<file path="config.mk">
export PLATFORM = sky130hd
export DESIGN_NAME = jkff_bank_ctr
export DESIGN_NICKNAME = d
export VERILOG_FILES = /design/src/rtl/jkff_bank_ctr.sv
export SDC_FILE = /design/constraint.sdc
export NUM_CORES = 1
export LEC_CHECK = 0
export ABC_AREA = 1
export CORE_AREA = 2 2 39 41
export DETAILED_ROUTE_END_ITERATION = 12
export DIE_AREA = 0 0 41 43
export MAX_ROUTING_LAYER = met4
export PLACE_DENSITY = 0.78
export SETUP_SLACK_MARGIN = 0.1
export SLEW_MARGIN = 0
export SYNTH_ARGS = -nofsm -noshare
export SYNTH_HDL_FRONTEND = slang
export SYNTH_SLANG_ARGS = --single-unit
</file>
<file path="constraint.sdc">
create_clock -name clk -period 1.8 [get_ports clk]
set_input_delay 0.18 -clock clk [delete_from_list [all_inputs] [get_ports clk]]
set_output_delay 0.18 -clock clk [all_outputs]
set_load 0.01 [all_outputs]
</file>
<file path="src/rtl/jkff_bank_ctr.sv">
// Bank of WIDTH JK flip-flops. The mode input selects each bit's J/K source:
// external j/k, up-count toggle terms, down-count toggle terms, or parallel load.
module jkff_bank_ctr #(
  parameter int                 WIDTH   = 4,
  parameter logic [WIDTH-1:0]   RST_VAL = {WIDTH{1'b0}}
) (
  input  logic             clk,
  input  logic             rst,
  input  logic             en,
  input  logic [1:0]       mode,
  input  logic [WIDTH-1:0] j,
  input  logic [WIDTH-1:0] k,
  input  logic [WIDTH-1:0] d,
  output logic [WIDTH-1:0] q,
  output logic [WIDTH-1:0] qb,
  output logic             tc,
  output logic             changed
);

  typedef enum logic [1:0] {
    M_JK   = 2'b00,
    M_UP   = 2'b01,
    M_DOWN = 2'b10,
    M_LOAD = 2'b11
  } mode_e;

  mode_e            mode_s;
  logic [WIDTH-1:0] q_q, q_d;
  logic             changed_q, changed_d;
  logic [WIDTH-1:0] up_t, dn_t;
  logic [WIDTH-1:0] j_eff, k_eff;

  assign mode_s = mode_e'(mode);

  // Toggle term of bit i: all lower bits one (up) or all lower bits zero (down).
  always_comb begin
    up_t = '0;
    dn_t = '0;
    for (int i = 0; i < WIDTH; i++) begin
      logic [WIDTH-1:0] lo;
      lo      = ~({WIDTH{1'b1}} << i);
      up_t[i] = ((q_q & lo) == lo);
      dn_t[i] = ((q_q & lo) == '0);
    end
  end

  always_comb begin
    j_eff = '0;
    k_eff = '0;
    unique case (mode_s)
      M_JK:   begin j_eff = j;    k_eff = k;    end
      M_UP:   begin j_eff = up_t; k_eff = up_t; end
      M_DOWN: begin j_eff = dn_t; k_eff = dn_t; end
      M_LOAD: begin j_eff = d;    k_eff = ~d;   end
      default: begin j_eff = '0;  k_eff = '0;   end
    endcase
    // Characteristic JK equation applied bitwise; en=0 forces hold.
    q_d       = en ? ((j_eff & ~q_q) | (~k_eff & q_q)) : q_q;
    changed_d = (q_d != q_q);
  end

  always_ff @(posedge clk) begin
    if (rst) begin
      q_q       <= RST_VAL;
      changed_q <= 1'b0;
    end else begin
      q_q       <= q_d;
      changed_q <= changed_d;
    end
  end

  assign q       = q_q;
  assign qb      = ~q_q;
  assign changed = changed_q;
  assign tc      = ((mode_s == M_UP)   && (q_q == {WIDTH{1'b1}})) ||
                   ((mode_s == M_DOWN) && (q_q == '0));

endmodule
</file>
# Word-level counts from Yosys, hierarchy flattened
# Index checks and enable logic that the tools add are counted.
word_totals:
  ram_bits: 0
  out_inout_bits: 10
  latch_bits: 0
  mem_count: 0
  ff_bits: 5
  mem_bits_ro: 0
  wordCells: 26
op_classes:
  n_mul: 0
  muxes: 3
  div: 0
  magnitude_cmp: 0
  n_bitwise: 6
  add_sub_neg: 0
  shift: 0
  n_eq_ne: 7
  reduce_logical: 8
ops:
  columns: ["operator", "n"]
  rows:
  - ["$pmux W4 S4", 2]
  - ["$logic_not A4 Y1", 4]
  - ["$not A4 Y4", 3]
  - ["$and A4 B4 Y4", 2]
  - ["$eq A2 B2 Y1 const B", 3]
  - ["$eq A4 B4 Y1 const B", 1]
  - ["$mux W4", 1]
  - ["$ne A4 B4 Y1", 1]
  - ["$or A4 B4 Y4", 1]
  - ["$eq A3 B3 Y1 const B", 1]
  - ["$eq A2 B1 Y1 const B", 1]
  - ["$logic_and A1 B1 Y1", 2]
  - ["$logic_not A2 Y1", 1]
  - ["$logic_or A1 B1 Y1", 1]

# Longest topological paths before layout
depth:
  depth_word: 7
  ltp_mapped: 11

# Worst setup path after synthesis
# Ideal clock, no wire load.
synth_path:
  kind: "reg2reg"
  from: "reg q_q[2] (netlist: q[2])"
  to: "reg changed_q (netlist: changed)"
  path_stages_with_launch: 12
  slack_ps: 586
  setup_ps: 109
  required_time_ps: 1691
  arrival_time_ps: 1106
  path_cell_list: "dfxtp_1 inv_1 nand2_1 nor2_1 nor2_1 nand2_1 nand2_1 nand2_1 inv_1 nand3_1 nand2_1 inv_1"
synth_lines:
  columns: ["element", "line", "rtl"]
  rows:
  - ["from (decl)", "28", "logic [WIDTH-1:0] q_q, q_d;"]
  - ["from (signal assigned)", "67", "q_q <= q_d;"]
  - ["$not A4 Y4", null, null]
  - ["named net qb[2]", "15", "output logic [WIDTH-1:0] qb,"]
  - ["$and A4 B4 Y4", "58", "q_d = en ? ((j_eff & ~q_q) | (~k_eff & q_q)) : q_q;"]
  - ["$or A4 B4 Y4", "58", null]
  - ["$mux W4", "58", null]
  - ["$ne A4 B4 Y1", "59", "changed_d = (q_d != q_q);"]
  - ["to (signal assigned)", "68", "changed_q <= changed_d;"]
  - ["to (decl)", "29", "logic changed_q, changed_d;"]
# The timed path passes the listed nets, and every way through them passes these cells.
# A chain may end at the register's enable or synchronous reset.

# Final worst setup path
layout_path:
  from: "reg q_q[0] (netlist: q[0])"
  to: "out qb[0]"
layout_via:
  elab_chain_len: 1
layout_lines:
  columns: ["element", "line", "rtl"]
  rows:
  - ["$not A4 Y4", "73", "assign qb = ~q_q;"]
  - ["to (decl)", "15", null]
# Every way passes these cells.

==> flow_summary.html <==
<table>
<tr><th>Metric</th><th>Value</th></tr>
<tr><th colspan="2">STA</th></tr>
<tr><td>F_max</td><td>660.8 MHz</td></tr>
<tr><td>Unrepaired setup endpoints after global routing</td><td>false</td></tr>
<tr><td>Endpoints failing setup</td><td>0</td></tr>
<tr><td>Max Slew Vio Count</td><td>0</td></tr>
<tr><td>Clk_skew</td><td>0.001169 ns</td></tr>
<tr><td>Total Neg Setup Slack</td><td>0 ns</td></tr>
<tr><td>Worst hold-check slack</td><td>0.5064 ns</td></tr>
<tr><td>Final critical delay including setup and external delays</td><td>1.513 ns</td></tr>
<tr><td>PnR worst setup slack</td><td>0.2867 ns</td></tr>
<tr><td>Headroom to the max-slew limit</td><td>81.26%</td></tr>
<tr><td>Hold violation count in the final report</td><td>0</td></tr>
<tr><td>Portion of the clock cycle consumed by the worst path in the final layout</td><td>84.07%</td></tr>
<tr><td>Worst Max-Slew Pin Slew</td><td>0.2801 ns</td></tr>
<tr><th colspan="2">Pwr</th></tr>
<tr><td>Share of total power consumed by net switching</td><td>31.95%</td></tr>
<tr><td>Clock share of power</td><td>27.6%</td></tr>
<tr><td>Standby leakage power</td><td>0.4342 nW</td></tr>
<tr><td>Switching power summed over all nets</td><td>145.7 uW</td></tr>
<tr><td>Power per cell area</td><td>533.0 mW/mm^2</td></tr>
<tr><td>Total power draw</td><td>456.2 uW</td></tr>
<tr><td>Peak ir drop on the vdd network</td><td>0.3694 mV</td></tr>
<tr><td>Sequential fraction of design power</td><td>29.5%</td></tr>
<tr><td>Logic gate share of total power</td><td>42.9%</td></tr>
<tr><td>P_int</td><td>310.4 uW</td></tr>
<tr><th colspan="2">Die</th></tr>
<tr><td>Ports</td><td>27</td></tr>
<tr><td>Die X-Extent</td><td>41 um</td></tr>
<tr><td>Starting utilization of the core area</td><td>36.17%</td></tr>
<tr><td>Placeable core region</td><td>0.001384 mm^2</td></tr>
<tr><td>Die height</td><td>43 um</td></tr>
<tr><td>Std-Cell Rows</td><td>14</td></tr>
<tr><td>Full die area</td><td>0.001763 mm^2</td></tr>
<tr><th colspan="2">Clock tree</th></tr>
<tr><td>Number of sinks driven by the clock tree</td><td>5</td></tr>
<tr><td>CTS tree</td><td>yes</td></tr>
<tr><td>Root buffer selected by CTS</td><td>sky130_fd_sc_hd__clkbuf_4</td></tr>
<tr><td>Clock tree buffer depth</td><td>2</td></tr>
<tr><td>Post-cts hold buffer count</td><td>0</td></tr>
<tr><td>Depth of the CTS H-tree</td><td>1</td></tr>
<tr><td>Reg clk slew, reported paths</td><td>0.04 ns</td></tr>
<tr><td>Setup fix buffers added after clock tree synthesis</td><td>0</td></tr>
<tr><td>Number of gates given a new drive strength after cts</td><td>4</td></tr>
<tr><td>TritonCTS Buffers</td><td>3</td></tr>
<tr><td>Clock insertion delay at the later pin of the skew report</td><td>0.24 ns</td></tr>
<tr><th colspan="2">Logic synthesis</th></tr>
<tr><td>Seq/Total Area, Yosys</td><td>20.00%</td></tr>
<tr><td>Area of the mapped netlist</td><td>500.5 um^2</td></tr>
<tr><td>Number of flops mapped to enable cells by yosys</td><td>0</td></tr>
<tr><td>Top post-synthesis cells by count</td><td>sky130_fd_sc_hd__nand2_1, sky130_fd_sc_hd__nor2_1, sky130_fd_sc_hd__inv_1</td></tr>
<tr><td>Library cell with the highest instance count after synthesis</td><td>sky130_fd_sc_hd__nand2_1</td></tr>
<tr><td>Leading post-synthesis cells by cell area</td><td>sky130_fd_sc_hd__nand2_1, sky130_fd_sc_hd__dfxtp_1, sky130_fd_sc_hd__nor2_1</td></tr>
<tr><td>Share of flip-flops with an asynchronous set or reset</td><td>0%</td></tr>
<tr><td>Area share of the largest cell type after synthesis</td><td>23.25%</td></tr>
<tr><td>Count of different cell masters after synthesis</td><td>12</td></tr>
<tr><td>Number of synthesis warnings</td><td>0</td></tr>
<tr><td>Average size of a mapped cell</td><td>4.955 um^2</td></tr>
<tr><td>Post-synthesis register bit count</td><td>5</td></tr>
<tr><td>Post-synthesis cell type with the largest combined area</td><td>sky130_fd_sc_hd__nand2_1</td></tr>
<tr><td>Syn Nets</td><td>118</td></tr>
<tr><td>Cells after synthesis</td><td>101</td></tr>
<tr><td>Top FF cell, synth</td><td>sky130_fd_sc_hd__dfxtp_1</td></tr>
<tr><th colspan="2">Global routing</th></tr>
<tr><td>Number of antenna violations at the first check in global routing</td><td>0</td></tr>
<tr><td>All-layer global routing usage</td><td>19.57%</td></tr>
<tr><td>First-pass GRT wire length</td><td>2304 um</td></tr>
<tr><td>Number of global-route vias before repair</td><td>619</td></tr>
<tr><td>Leftover overflow at the end of global routing</td><td>0</td></tr>
<tr><td>Largest net degree at the start of global routing</td><td>8</td></tr>
<tr><th colspan="2">Detailed routing</th></tr>
<tr><td>Average wire per standard cell</td><td>9.320 um</td></tr>
<tr><td>Final WL</td><td>1426 um</td></tr>
<tr><td>Post-route ant nets</td><td>0</td></tr>
<tr><td>Average vias per placed instance</td><td>4.673</td></tr>
<tr><td>Iter 0 DRT Violations</td><td>18</td></tr>
<tr><td>Total number of vias</td><td>715</td></tr>
<tr><td>Number of iterations in the first detailed-routing pass</td><td>4</td></tr>
<tr><td>Post-route DRC</td><td>0</td></tr>
<tr><th colspan="2">Setup path</th></tr>
<tr><td>Data arrival time of the worst path</td><td>1.33 ns</td></tr>
<tr><td>Series of cell instances along the critical path</td><td>buf_4 -&gt; inv_2 -&gt; clkdlybuf4s50_1</td></tr>
<tr><td>Crit Path Category</td><td>reg -&gt; out</td></tr>
<tr><td>Total buffers and inverters traversed by the critical path</td><td>3</td></tr>
<tr><td>Worst-path cell with the longest stage delay</td><td>sky130_fd_sc_hd__clkdlybuf4s50_1</td></tr>
<tr><td>Crit start category</td><td>register</td></tr>
<tr><td>Endpoint required time on the critical path</td><td>1.62 ns</td></tr>
<tr><td>Largest fanout on the critical path</td><td>5</td></tr>
<tr><td>Endpoint kind of the worst setup timing path</td><td>output port</td></tr>
<tr><td>Delay contributed by the slowest stage of the critical path</td><td>0.54 ns</td></tr>
<tr><td>Largest delay share family, worst path</td><td>buffers and inverters</td></tr>
<tr><th colspan="2">Place</th></tr>
<tr><td>Port Buffer Count</td><td>26</td></tr>
<tr><td>Placer congestion estimate</td><td>0.7821</td></tr>
<tr><td>HPWL after detailed placement</td><td>1197 um</td></tr>
<tr><td>Placement Cell Area</td><td>825.8 um^2</td></tr>
<tr><td>DP Worst Slack</td><td>-0.02580 ns</td></tr>
<tr><td>Post-Place Cells</td><td>149</td></tr>
<tr><th colspan="2">Cells and area</th></tr>
<tr><td>Post-route core utilization</td><td>61.84%</td></tr>
<tr><td>Signed area change from the synthesized netlist to the final layout</td><td>71.00%</td></tr>
<tr><td>Fraction of layout instances using a drive strength above 1</td><td>12.41%</td></tr>
<tr><td>Final cell count without fillers</td><td>153</td></tr>
<tr><td>Finished layout cell area</td><td>855.8 um^2</td></tr>
<tr><td>Final nets</td><td>155</td></tr>
<tr><td>Diodes inserted</td><td>0</td></tr>
<tr><th colspan="2">Worst hold path</th></tr>
<tr><td>Tightest Hold Check Type</td><td>reg -&gt; reg</td></tr>
<tr><th colspan="2">Outcome</th></tr>
<tr><td>Run status</td><td>finished, final reports clean</td></tr>
<tr><th colspan="2">Job</th></tr>
<tr><td># Max-Cap Violations</td><td>0</td></tr>
</table>
## cell type report
type,instances,area (um^2)
timing repair buffer,32,304.0
clock buffer,4,26.28
sequential,5,102.6
multi-input combinational,79,339.1
tap,16,20.02
fill,139,528.0
inverter,17,63.81
## final timing paths
kind | cells after the start | end | start | slack, ns
hold / removal | 2 | q[2] | q[2] | 0.51
setup / recovery | 3 | qb[0] | q[0] | 0.29
setup reg to reg | 10 | changed | q[0] | 0.49
hold reg to reg | 2 | q[2] | q[2] | 0.51
## power groups by stage
stage               combinational (mW)  clock [mW]  sequential, mW
floorplan                       0.0841           0           0.140
global placement                 0.194           0           0.135
detailed placement               0.196           0           0.135
CTS                              0.196       0.130           0.134
global route                     0.217       0.142           0.136
finish                           0.196       0.126           0.134
## placed cells by master, fill, tap and decap left out
master / count
sky130_fd_sc_hd__nand2_4: 1
sky130_fd_sc_hd__a21oi_1: 6
sky130_fd_sc_hd__nor2_2: 1
sky130_fd_sc_hd__dfxtp_2: 2
sky130_fd_sc_hd__inv_1: 14
sky130_fd_sc_hd__clkdlybuf4s50_1: 25
sky130_fd_sc_hd__inv_2: 3
sky130_fd_sc_hd__clkbuf_4: 3
sky130_fd_sc_hd__nand3_1: 11
sky130_fd_sc_hd__nand2_1: 31
sky130_fd_sc_hd__dlygate4sd2_1: 1
sky130_fd_sc_hd__buf_4: 6
sky130_fd_sc_hd__o21ai_1: 1
sky130_fd_sc_hd__nor2_1: 24
sky130_fd_sc_hd__o21ai_2: 1
sky130_fd_sc_hd__dfxtp_1: 3
sky130_fd_sc_hd__nand4_1: 1
sky130_fd_sc_hd__clkbuf_1: 1
sky130_fd_sc_hd__nor3_1: 2
## registers in the layout, indices dropped and copies added, names as in the netlist
signal and cells:
changed 1, q 4
## cell families after synthesis
group           count (synthesis)  synth area share (%)
compound gates                  8                 8.750
buf+inv                        17                 12.75
flops                           5                 20.00
simple gates                   71                 58.50
## worst reg2reg max path, stage by stage, from the launching register on
cell and delay, ns:
sky130_fd_sc_hd__dfxtp_1 0.34, sky130_fd_sc_hd__buf_4 0.14, sky130_fd_sc_hd__inv_2 0.06, sky130_fd_sc_hd__nand3_1 0.07
sky130_fd_sc_hd__nand2_1 0.07, sky130_fd_sc_hd__o21ai_2 0.15, sky130_fd_sc_hd__nand3_1 0.09, sky130_fd_sc_hd__nor2_1 0.11
sky130_fd_sc_hd__nand3_1 0.07, sky130_fd_sc_hd__nand2_1 0.07, sky130_fd_sc_hd__inv_1 0.04
## layer usage
metal	up-vias	wire, um	global-route usage (%)
met3	0	87	6.283
met5	-	0	-
li1	384	-	-
met2	22	727	30.00
met1	309	611	23.55
met4	0	0	6.000
(Power assumes the default switching activity.)
